--- src/rtl/disp_pkg.sv ---
// Shared constants and types for seven-segment display paths.
//   NUM_DIGITS / NIBBLE_W / DATA_W : digit count and value widths
//   SEG_W, AN_W                    : segment and anode bus widths
//   SEG_OFF, AN_OFF                : idle (all dark) bus values, active-low
//   HEX_SEG                        : nibble -> active-low a..g pattern, dp off
//   scan_out_t                     : registered segment + anode payload
package disp_pkg;

    localparam int unsigned NUM_DIGITS = 4;
    localparam int unsigned NIBBLE_W   = 4;
    localparam int unsigned DATA_W     = NUM_DIGITS * NIBBLE_W;
    localparam int unsigned DIG_W      = $clog2(NUM_DIGITS);
    localparam int unsigned SEG_W      = 8;
    localparam int unsigned AN_W       = NUM_DIGITS;
    localparam int unsigned PWM_W      = 4;

    localparam logic [SEG_W-1:0] SEG_OFF = 8'hFF;
    localparam logic [AN_W-1:0]  AN_OFF  = 4'hF;

    // Element [n] is the pattern for nibble n; bit7 (dp) is high (off).
    localparam logic [15:0][SEG_W-1:0] HEX_SEG = {
        8'h8E, 8'h86, 8'hA1, 8'hC6,   // F E D C
        8'h83, 8'h88, 8'h90, 8'h80,   // B A 9 8
        8'hF8, 8'h82, 8'h92, 8'h99,   // 7 6 5 4
        8'hB0, 8'hA4, 8'hF9, 8'hC0    // 3 2 1 0
    };

    typedef struct packed {
        logic [SEG_W-1:0] seg_n;
        logic [AN_W-1:0]  an_n;
    } scan_out_t;

endpackage

--- src/rtl/hex7seg_decode.sv ---
// Combinational hex nibble to active-low seven-segment decoder.
//   nibble_i : value 0..F to show
//   dp_i     : 1 lights the decimal point (clears bit7)
//   seg_n_c  : active-low segments, bit0=a .. bit6=g, bit7=dp
module hex7seg_decode
    import disp_pkg::*;
(
    input  logic [NIBBLE_W-1:0] nibble_i,
    input  logic                dp_i,
    output logic [SEG_W-1:0]    seg_n_c
);

    always_comb begin
        seg_n_c = HEX_SEG[nibble_i];
        if (dp_i) begin
            seg_n_c[SEG_W-1] = 1'b0;
        end
    end

endmodule

--- src/rtl/seg_scan_driver.sv ---
// Four-digit multiplexed common-anode seven-segment driver.
// Captures a 16-bit value into a shadow register, transfers it to the
// display register only at frame boundaries (tear-free), and scans one
// digit per slot with dead time, leading-zero blanking and 16-level PWM.
//   clk, rst    : single clock, asynchronous active-high reset
//   data, load  : value and capture strobe (data[3:0] is digit 0)
//   lz_blank    : leading-zero blanking enable (live)
//   dp          : per-digit decimal point enables (live)
//   bright      : brightness, lit fraction (bright+1)/16 of active window
//   seg_n, an_n : registered active-low segment / anode buses
//   frame_tick  : one-cycle pulse on the last output cycle of slot 3
// CLK_DIV must be at least BLANK_CYCLES+2.
module seg_scan_driver
    import disp_pkg::*;
#(
    parameter int unsigned CLK_DIV      = 50000,
    parameter int unsigned BLANK_CYCLES = 16
) (
    input  logic              clk,
    input  logic              rst,
    input  logic [DATA_W-1:0] data,
    input  logic              load,
    input  logic              lz_blank,
    input  logic [AN_W-1:0]   dp,
    input  logic [PWM_W-1:0]  bright,
    output logic [SEG_W-1:0]  seg_n,
    output logic [AN_W-1:0]   an_n,
    output logic              frame_tick
);

    localparam int unsigned CNT_W = (CLK_DIV > 1) ? $clog2(CLK_DIV) : 1;
    localparam logic [CNT_W-1:0] CNT_LAST  = CNT_W'(CLK_DIV - 1);
    localparam logic [CNT_W-1:0] CNT_BLANK = CNT_W'(BLANK_CYCLES);
    localparam logic [DIG_W-1:0] DIG_LAST  = DIG_W'(NUM_DIGITS - 1);

    logic [CNT_W-1:0]  cnt_q,    cnt_d;
    logic [DIG_W-1:0]  dig_q,    dig_d;
    logic [PWM_W-1:0]  pwm_q,    pwm_d;
    logic [DATA_W-1:0] shadow_q, shadow_d;
    logic [DATA_W-1:0] disp_q,   disp_d;
    scan_out_t         out_q,    out_d;
    logic              tick_q,   tick_d;

    logic                slot_end;
    logic                frame_wrap;
    logic [AN_W-1:0]     lz_mask;
    logic                zero_run;
    logic [NIBBLE_W-1:0] cur_nib;
    logic                cur_dp;
    logic                cur_blank;
    logic [AN_W-1:0]     an_sel;
    logic                lit;
    logic [SEG_W-1:0]    seg_dec;

    // Slot/digit/PWM counters and the tear-free shadow -> display transfer.
    always_comb begin
        slot_end   = (cnt_q == CNT_LAST);
        frame_wrap = slot_end && (dig_q == DIG_LAST);
        cnt_d      = slot_end ? '0 : cnt_q + CNT_W'(1);
        dig_d      = slot_end ? dig_q + DIG_W'(1) : dig_q;
        pwm_d      = pwm_q + PWM_W'(1);
        shadow_d   = load ? data : shadow_q;
        // Using shadow_d lets a load on the boundary cycle go straight through.
        disp_d     = frame_wrap ? shadow_d : disp_q;
    end

    // Digit k>0 is blanked when it and every more-significant nibble are zero.
    always_comb begin
        zero_run = 1'b1;
        lz_mask  = '0;
        for (int i = NUM_DIGITS - 1; i >= 1; i--) begin
            zero_run   = zero_run && (disp_q[i*NIBBLE_W +: NIBBLE_W] == '0);
            lz_mask[i] = lz_blank && zero_run;
        end
    end

    // Select the nibble, dp and blank flag of the digit in the current slot.
    always_comb begin
        cur_nib   = '0;
        cur_dp    = 1'b0;
        cur_blank = 1'b0;
        an_sel    = AN_OFF;
        for (int i = 0; i < NUM_DIGITS; i++) begin
            if (dig_q == DIG_W'(i)) begin
                cur_nib   = disp_q[i*NIBBLE_W +: NIBBLE_W];
                cur_dp    = dp[i];
                cur_blank = lz_mask[i];
                an_sel[i] = 1'b0;
            end
        end
    end

    hex7seg_decode u_decode (
        .nibble_i (cur_nib),
        .dp_i     (cur_dp),
        .seg_n_c  (seg_dec)
    );

    // Anodes and segments are registered from the same lit decision,
    // so a new anode never appears with the previous digit's segments.
    always_comb begin
        lit         = (cnt_q >= CNT_BLANK) && (pwm_q <= bright) && !cur_blank;
        out_d.seg_n = lit ? seg_dec : SEG_OFF;
        out_d.an_n  = lit ? an_sel  : AN_OFF;
        tick_d      = frame_wrap;
    end

    always_ff @(posedge clk or posedge rst) begin
        if (rst) begin
            cnt_q       <= '0;
            dig_q       <= '0;
            pwm_q       <= '0;
            shadow_q    <= '0;
            disp_q      <= '0;
            out_q.seg_n <= SEG_OFF;
            out_q.an_n  <= AN_OFF;
            tick_q      <= 1'b0;
        end else begin
            cnt_q    <= cnt_d;
            dig_q    <= dig_d;
            pwm_q    <= pwm_d;
            shadow_q <= shadow_d;
            disp_q   <= disp_d;
            out_q    <= out_d;
            tick_q   <= tick_d;
        end
    end

    assign seg_n      = out_q.seg_n;
    assign an_n       = out_q.an_n;
    assign frame_tick = tick_q;

endmodule
--- config.mk ---
export PLATFORM = sky130hd
export DESIGN_NAME = seg_scan_driver
export DESIGN_NICKNAME = d
export VERILOG_FILES = /design/src/rtl/disp_pkg.sv /design/src/rtl/hex7seg_decode.sv /design/src/rtl/seg_scan_driver.sv
export SDC_FILE = /design/constraint.sdc
export NUM_CORES = 1
export LEC_CHECK = 0
export BUFFER_PORTS_ARGS = -buffer_cell sky130_fd_sc_hd__buf_2
export CAP_MARGIN = 40
export CORE_MARGIN = 1
export CORE_UTILIZATION = 30
export DETAILED_ROUTE_END_ITERATION = 6
export PLACE_DENSITY = 0.48
export SLEW_MARGIN = 20
export SYNTH_ARGS = -nofsm -noshare
export SYNTH_HDL_FRONTEND = slang
export SYNTH_HIERARCHICAL = 1
export SYNTH_SLANG_ARGS = --single-unit
--- constraint.sdc ---
create_clock -name clk -period 3.52 [get_ports clk]
set_input_delay 0.704 -clock clk [delete_from_list [all_inputs] [get_ports clk]]
set_output_delay 0.704 -clock clk [all_outputs]
set_load 0.03 [all_outputs]
After elaboration in Yosys (flattened, before gate mapping)
Memories as Yosys holds them, arrays and structs flattened.
Index checks and enable logic that the tools add are counted.
{"block": "totals", "register_bits": 67, "latch_bits": 0, "mem_bits_rw": 0, "rom_bits": 128, "inputBits": 28, "output_inout_bits": 13, "word_cells": 53, "memories": 1}
{"block": "classes", "n_addsub": 3, "multipliers": 0, "div": 0, "order_cmp": 3, "eq_ne": 4, "shifts": 0, "n_mux": 21, "n_bitwise": 0, "reduce_logical": 13}
{"memory": "(name not given)", "depth": 16, "word_bits": 8, "rd": 1, "rd_clocked_by_memory_dff": 0, "write_ports": 0, "line_no": "hex7seg_decode.sv:14", "text": "seg_n_c = HEX_SEG[nibble_i];"}
{"cell": "16-bit two-way mux", "count": 2}
{"cell": "4-bit two-way mux", "count": 5}
{"cell": "16-bit by 1-bit adder with 16-bit output (second input constant)", "count": 1}
{"cell": "16-bit == test (second input constant)", "count": 1}
{"cell": "16-bit by 5-bit >= comparator with 1-bit output (second input constant)", "count": 1}
{"cell": "8-bit two-way mux", "count": 2}
{"cell": "4-bit logical NOT", "count": 3}
{"cell": "1-bit two-way mux", "count": 12}
{"cell": "1-bit logical AND", "count": 8}
{"cell": "4-bit by 5-bit less-than comparator with 1-bit output (second input constant)", "count": 1}
{"cell": "4-bit by 1-bit adder with 4-bit output (second input constant)", "count": 1}
{"cell": "2-bit == test (second input constant)", "count": 2}
{"cell": "4-bit <= comparator", "count": 1}
{"cell": "2-bit by 1-bit adder with 2-bit output (second input constant)", "count": 1}
{"cell": "2-bit by 1-bit == test with 1-bit output (second input constant)", "count": 1}
{"cell": "2-bit logical NOT", "count": 1}
{"cell": "1-bit logical NOT", "count": 1}

Longest topological paths before layout
{"block": "logic_depth", "depth_word": 10, "ltp_mapped": 13, "depth_no_buf": 12}

By module
Netlist, hierarchy kept.
{"mod": "seg_scan_driver", "instances": 1, "cells_per_inst": 250, "area_each_um2": 3056.7, "seq_area_each_um2": 1691.6}
{"mod": "hex7seg_decode", "instances": 1, "cells_per_inst": 36, "area_each_um2": 251.5, "seq_area_each_um2": 0.0}

Least setup slack after synthesis
Ideal clock, no wire load.
{"block": "synth_timing", "path_kind": "register -> register", "startpoint": "register dig_q[1]", "endpoint": "register seg_n[3] (netlist name)", "setup_ns": 0.093, "arrival_time_ns": 2.412, "required_ns": 3.427, "setup_slack_ns": 1.015, "path_stages_with_launch": 14, "path_buffers": 1, "period_less_slack_ns": 2.505, "cell_sequence": "dfrtp_1 -> inv_1 -> ha_1 -> clkbuf_1 -> nand3b_1 -> a21oi_1 -> a21oi_1 -> o21ai_0 -> inv_1 -> ha_1 -> or2_2 -> a21oi_1 -> a31oi_1 -> nand3b_1"}
{"element": "start, declared", "line_no": "seg_scan_driver.sv:37", "text": "logic [DIG_W-1:0] dig_q, dig_d;"}
{"element": "start signal, assigned", "line_no": "seg_scan_driver.sv:120", "text": "dig_q <= dig_d;"}

==> reports/results.tsv <==
stage	metric	value	unit
run_status	run_status	complete, no violations	
logic_synthesis	synth.avg_cell_area	11.57	sq um
setup_path	ff2ff_path_depth	12	
final_layout	diodes	0	
global_routing	grt_antenna_before_repair	0	
setup_path	worstSetupPathType	reg2reg	
pwr	share_comb_of_total_power	5.4	%
sta	max_freq	360.0	MHz
pwr	p_int	1.217	mW
final_layout	filler_cell_count	1026	
detailed_routing	vias_per_cell	4.648	
place	io_buffer_count	40	
setup_path	crit_top_cell	sky130_fd_sc_hd__a21oi_1	
logic_synthesis	post-synth-top-area-fraction	41.60	%
detailed_routing	drt-initial-drc-count	66	
logic_synthesis	ys_seq_elements	67	
global_routing	grt.overflow.total	0	
sta	skew	0.009592	ns
pwr	static_leakage	1.768	nW
pwr	clkPwrFrac	42.9	%
setup_path	worstPathRequired	3.78	ns
setup_path	worstReg2RegStart	dig_q[1]$_DFFE_PP0N_	
place	placed_cell_area	3654	sq um
pwr	power.net_switching	0.3243	mW
detailed_routing	routed-via-count	2189	
run	cap_violations	0	
die	rows	37	
sta	worstMarginPinSlew	0.6627	ns
global_routing	grt_pass1_vias	2215	
sta	setup_viols_final	0	
pwr	switching_share	21.04	%
final_layout	finalNetCount	376	
cts	cts.clk_slew.worst_paths	0.07	ns
logic_synthesis	dominantRegCellSynth	sky130_fd_sc_hd__dfrtp_1	
sta	final_period_utilization	78.92	%
cts	cts_post_setup_buffers_inserted	0	
sta	final_max_slew_viol_count	0	
setup_path	largest_fanout_of_any_net_on_the_critical_path	11	
die	core-area	10510	sq um
die	die_area	11450	sq um
setup_path	cpLargestDelayFamily	compound AO/OA/AOI/OAI gates	
cts	clock_sink_count	67	
pwr	part_of_the_power_in_registers	51.8	%
detailed_routing	drt-wirelength-per-cell	13.45	um
cts	ctsHtreeMaxLevel	3	
sta	grt_setup_unrepaired	no	
sta	timing_hold_violations_final	0	
final_layout	final_common_cell	sky130_fd_sc_hd__dfrtp_1	
setup_path	path_cells	inv_1 -> ha_1 -> nand3b_1 -> a21oi_1 -> a21oi_1 -> o21ai_0 -> inv_1 -> ha_1 -> or2_2 -> a21oi_1 -> a31oi_1 -> nand3b_1	
logic_synthesis	yosys-top-cells-area	sky130_fd_sc_hd__dfrtp_1, sky130_fd_sc_hd__dfstp_2, sky130_fd_sc_hd__mux2_2, sky130_fd_sc_hd__ha_1, sky130_fd_sc_hd__mux2_4	
logic_synthesis	synth.net_count	332	
final_layout	share_of_cells_above_drive_strength_1	32.84	%
place	dp_hpwl	4.528	mm
logic_synthesis	synth_seq_area_share	51.13	%
sta	timing.setup.tns	0	ns
die	chipWidth	107.0	um
setup_path	cp_buf_inv_count	2	
pwr	power_density	399.3	nW/um^2
setup_path	worst-endpoint-arrival	3.04	ns
setup_path	max_stage_delay	0.43	ns
cts	cts.path.max_buffers	2	
setup_path	cp_num_cells	12	
setup_path	reg2reg_setup_slack	0.74	ns
cts	clockRootBuffer	sky130_fd_sc_hd__clkbuf_8	
hold_path	worstHoldPathType	in2async	
final_layout	layout_common_cells	sky130_fd_sc_hd__dfrtp_1, sky130_fd_sc_hd__buf_2, sky130_fd_sc_hd__mux2_2	
final_layout	layout_overhead_on_the_synthesized_area	16.68	%
logic_synthesis	post_synthesis_instance_area	3308	sq um
detailed_routing	drc	0	
logic_synthesis	synth_enable_flop_cells	0	
place	place_congestion	0.7905	
detailed_routing	postRouteWirelength	6.337	mm
logic_synthesis	synthCells	286	
logic_synthesis	yosys_warnings	6	
die	ioPinCount	41	
sta	finalCriticalPeriod	2.778	ns
global_routing	grt_max_degree	35	
cts	cts_resized	0	
setup_path	crit_path_start_kind	register	
die	start_util	31.48	%
setup_path	critical_path.startpoint	dig_q[1]$_DFFE_PP0N_	
sta	slew_headroom	55.35	%
detailed_routing	ant_nets	0	
detailed_routing	drtPass1Iterations	5	
die	die_height	107.0	um
final_layout	finish.instance_area	3860	sq um
pwr	vdd_ir_drop_max	0.0001579	V
global_routing	grt.total_usage	12.53	%
logic_synthesis	synthArstFlopShare	100.0	%
global_routing	grt_first_pass_wirelength	10.97	mm
setup_path	endpoint_kind	register	
cts	clock_tree_from_tritoncts	yes	
setup_path	slowest_cp_cell	sky130_fd_sc_hd__o21ai_0	
cts	cts_buf_count	9	
logic_synthesis	synth_top_area_cell	sky130_fd_sc_hd__dfrtp_1	
logic_synthesis	synthDistinctLibCells	44	
cts	postCtsHoldBufs	0	
cts	clkLatencyLatePin	0.35	ns
-- per-layer routing --
| metal | track usage [%] | up-vias | routed length, um |
|---|---|---|---|
| li1 | - | 1075 | - |
| met1 | 15.94 | 1060 | 3060 |
| met2 | 18.89 | 46 | 2885 |
| met3 | 3.222 | 8 | 277 |
| met4 | 7.926 | 0 | 114 |
| met5 | 0 | - | 0 |
-- synthesized netlist by cell type, types with 2 or more instances --
| cell type | instances |
|---|---|
| sky130_fd_sc_hd__nand3b_1 | 11 |
| sky130_fd_sc_hd__ha_1 | 18 |
| sky130_fd_sc_hd__dfrtp_1 | 55 |
| sky130_fd_sc_hd__nor4_1 | 4 |
| sky130_fd_sc_hd__o22ai_1 | 2 |
| sky130_fd_sc_hd__xor2_1 | 7 |
| sky130_fd_sc_hd__mux2_2 | 24 |
| sky130_fd_sc_hd__dfstp_2 | 12 |
| sky130_fd_sc_hd__nor2_1 | 15 |
| sky130_fd_sc_hd__nand4_1 | 6 |
| sky130_fd_sc_hd__and3_1 | 2 |
| sky130_fd_sc_hd__mux2_4 | 9 |
| sky130_fd_sc_hd__a21oi_1 | 8 |
| sky130_fd_sc_hd__nand2_1 | 19 |
| sky130_fd_sc_hd__clkbuf_1 | 7 |
| sky130_fd_sc_hd__o31ai_1 | 2 |
| sky130_fd_sc_hd__and4_1 | 2 |
| sky130_fd_sc_hd__inv_1 | 16 |
| sky130_fd_sc_hd__nand3_1 | 15 |
| sky130_fd_sc_hd__nor3_1 | 5 |
| sky130_fd_sc_hd__nor2b_1 | 4 |
| sky130_fd_sc_hd__buf_2 | 2 |
| sky130_fd_sc_hd__or2_2 | 2 |
| sky130_fd_sc_hd__buf_6 | 2 |
| sky130_fd_sc_hd__o21ai_1 | 2 |
| sky130_fd_sc_hd__a221oi_1 | 2 |
| sky130_fd_sc_hd__o21ai_0 | 7 |
| sky130_fd_sc_hd__xnor2_1 | 10 |
-- worst reg2reg max path, stage by stage (launching register included) --
cell	delay, ns
sky130_fd_sc_hd__dfrtp_1	0.37
sky130_fd_sc_hd__inv_1	0.09
sky130_fd_sc_hd__ha_1	0.30
sky130_fd_sc_hd__nand3b_1	0.20
sky130_fd_sc_hd__a21oi_1	0.16
sky130_fd_sc_hd__a21oi_1	0.05
sky130_fd_sc_hd__o21ai_0	0.43
sky130_fd_sc_hd__inv_1	0.20
sky130_fd_sc_hd__ha_1	0.23
sky130_fd_sc_hd__or2_2	0.28
sky130_fd_sc_hd__a21oi_1	0.15
sky130_fd_sc_hd__a31oi_1	0.05
sky130_fd_sc_hd__nand3b_1	0.16
-- power by group through the flow --
stage | logic (mW) | clock network, mW | registers (mW)
detailed placement | 0.0850 | 0 | 0.812
global route | 0.0937 | 0.721 | 0.799
floorplan | 0.0453 | 0 | 0.817
CTS | 0.0857 | 0.686 | 0.798
finish | 0.0826 | 0.661 | 0.798
global placement | 0.0820 | 0 | 0.811
-- flip-flops by register name, summed over array words and instances, names as in the netlist --
| name | cells |
|---|---|
| an_n | 4 |
| frame_tick | 1 |
| cnt_q | 16 |
| shadow_q | 16 |
| disp_q | 16 |
| pwm_q | 4 |
| seg_n | 8 |
| dig_q | 2 |
-- metrics by stage --
| step | util (%) | total power, mW | cells | hold WS (ns) | setup WS [ns] |
|---|---|---|---|---|---|
| finish | 36.73 | 1.541 | 471 | 0.4285 | 0.7419 |
| global route | 36.73 | 1.615 | 471 | 0.4558 | 0.3970 |
| CTS | 36.73 | 1.569 | 471 | 0.4310 | 0.7438 |
| detailed placement | 34.77 | 0.8975 | 455 | 0.4702 | 0.7812 |
| global placement | 34.58 | 0.8933 | 454 | 0.4720 | 0.9042 |
| floorplan | - | 0.8623 | 286 | 0.4402 | 1.015 |
-- logic make-up after synthesis --
family | after synthesis | synth area share [%]
xor gates and xnor gates | 17 | 4.501
buffers and inverters | 29 | 4.312
and+or+nand+nor | 91 | 15.13
DFF | 67 | 51.13
adders and majority gates | 18 | 6.808
muxes | 34 | 12.56
AOI/OAI and AO/OA | 30 | 5.560
-- final timing paths --
path                                       to
hold reg to reg            pwm_q[0]$_DFF_PP0_
setup reg to reg           seg_n[3]$_DFF_PP1_
hold / removal             pwm_q[2]$_DFF_PP0_
max in group asynchronous  seg_n[0]$_DFF_PP1_
setup / recovery           seg_n[3]$_DFF_PP1_
min in group clk           pwm_q[0]$_DFF_PP0_
-- final cells by class --
cell class / instances / area (sq um) / area share (%)
Timing Repair Buffer: 46 / 257.7 / 6.677
Tap cell: 136 / 170.2 / 4.408
Clock inverter: 1 / 30.03 / 0.7780
Clock buffer: 15 / 176.4 / 4.570
Inverter: 16 / 60.06 / 1.556
Multi-Input combinational cell: 190 / 1474 / 38.18
Sequential cell: 67 / 1692 / 43.82
Note: power is estimated with default switching activity, not from simulation.
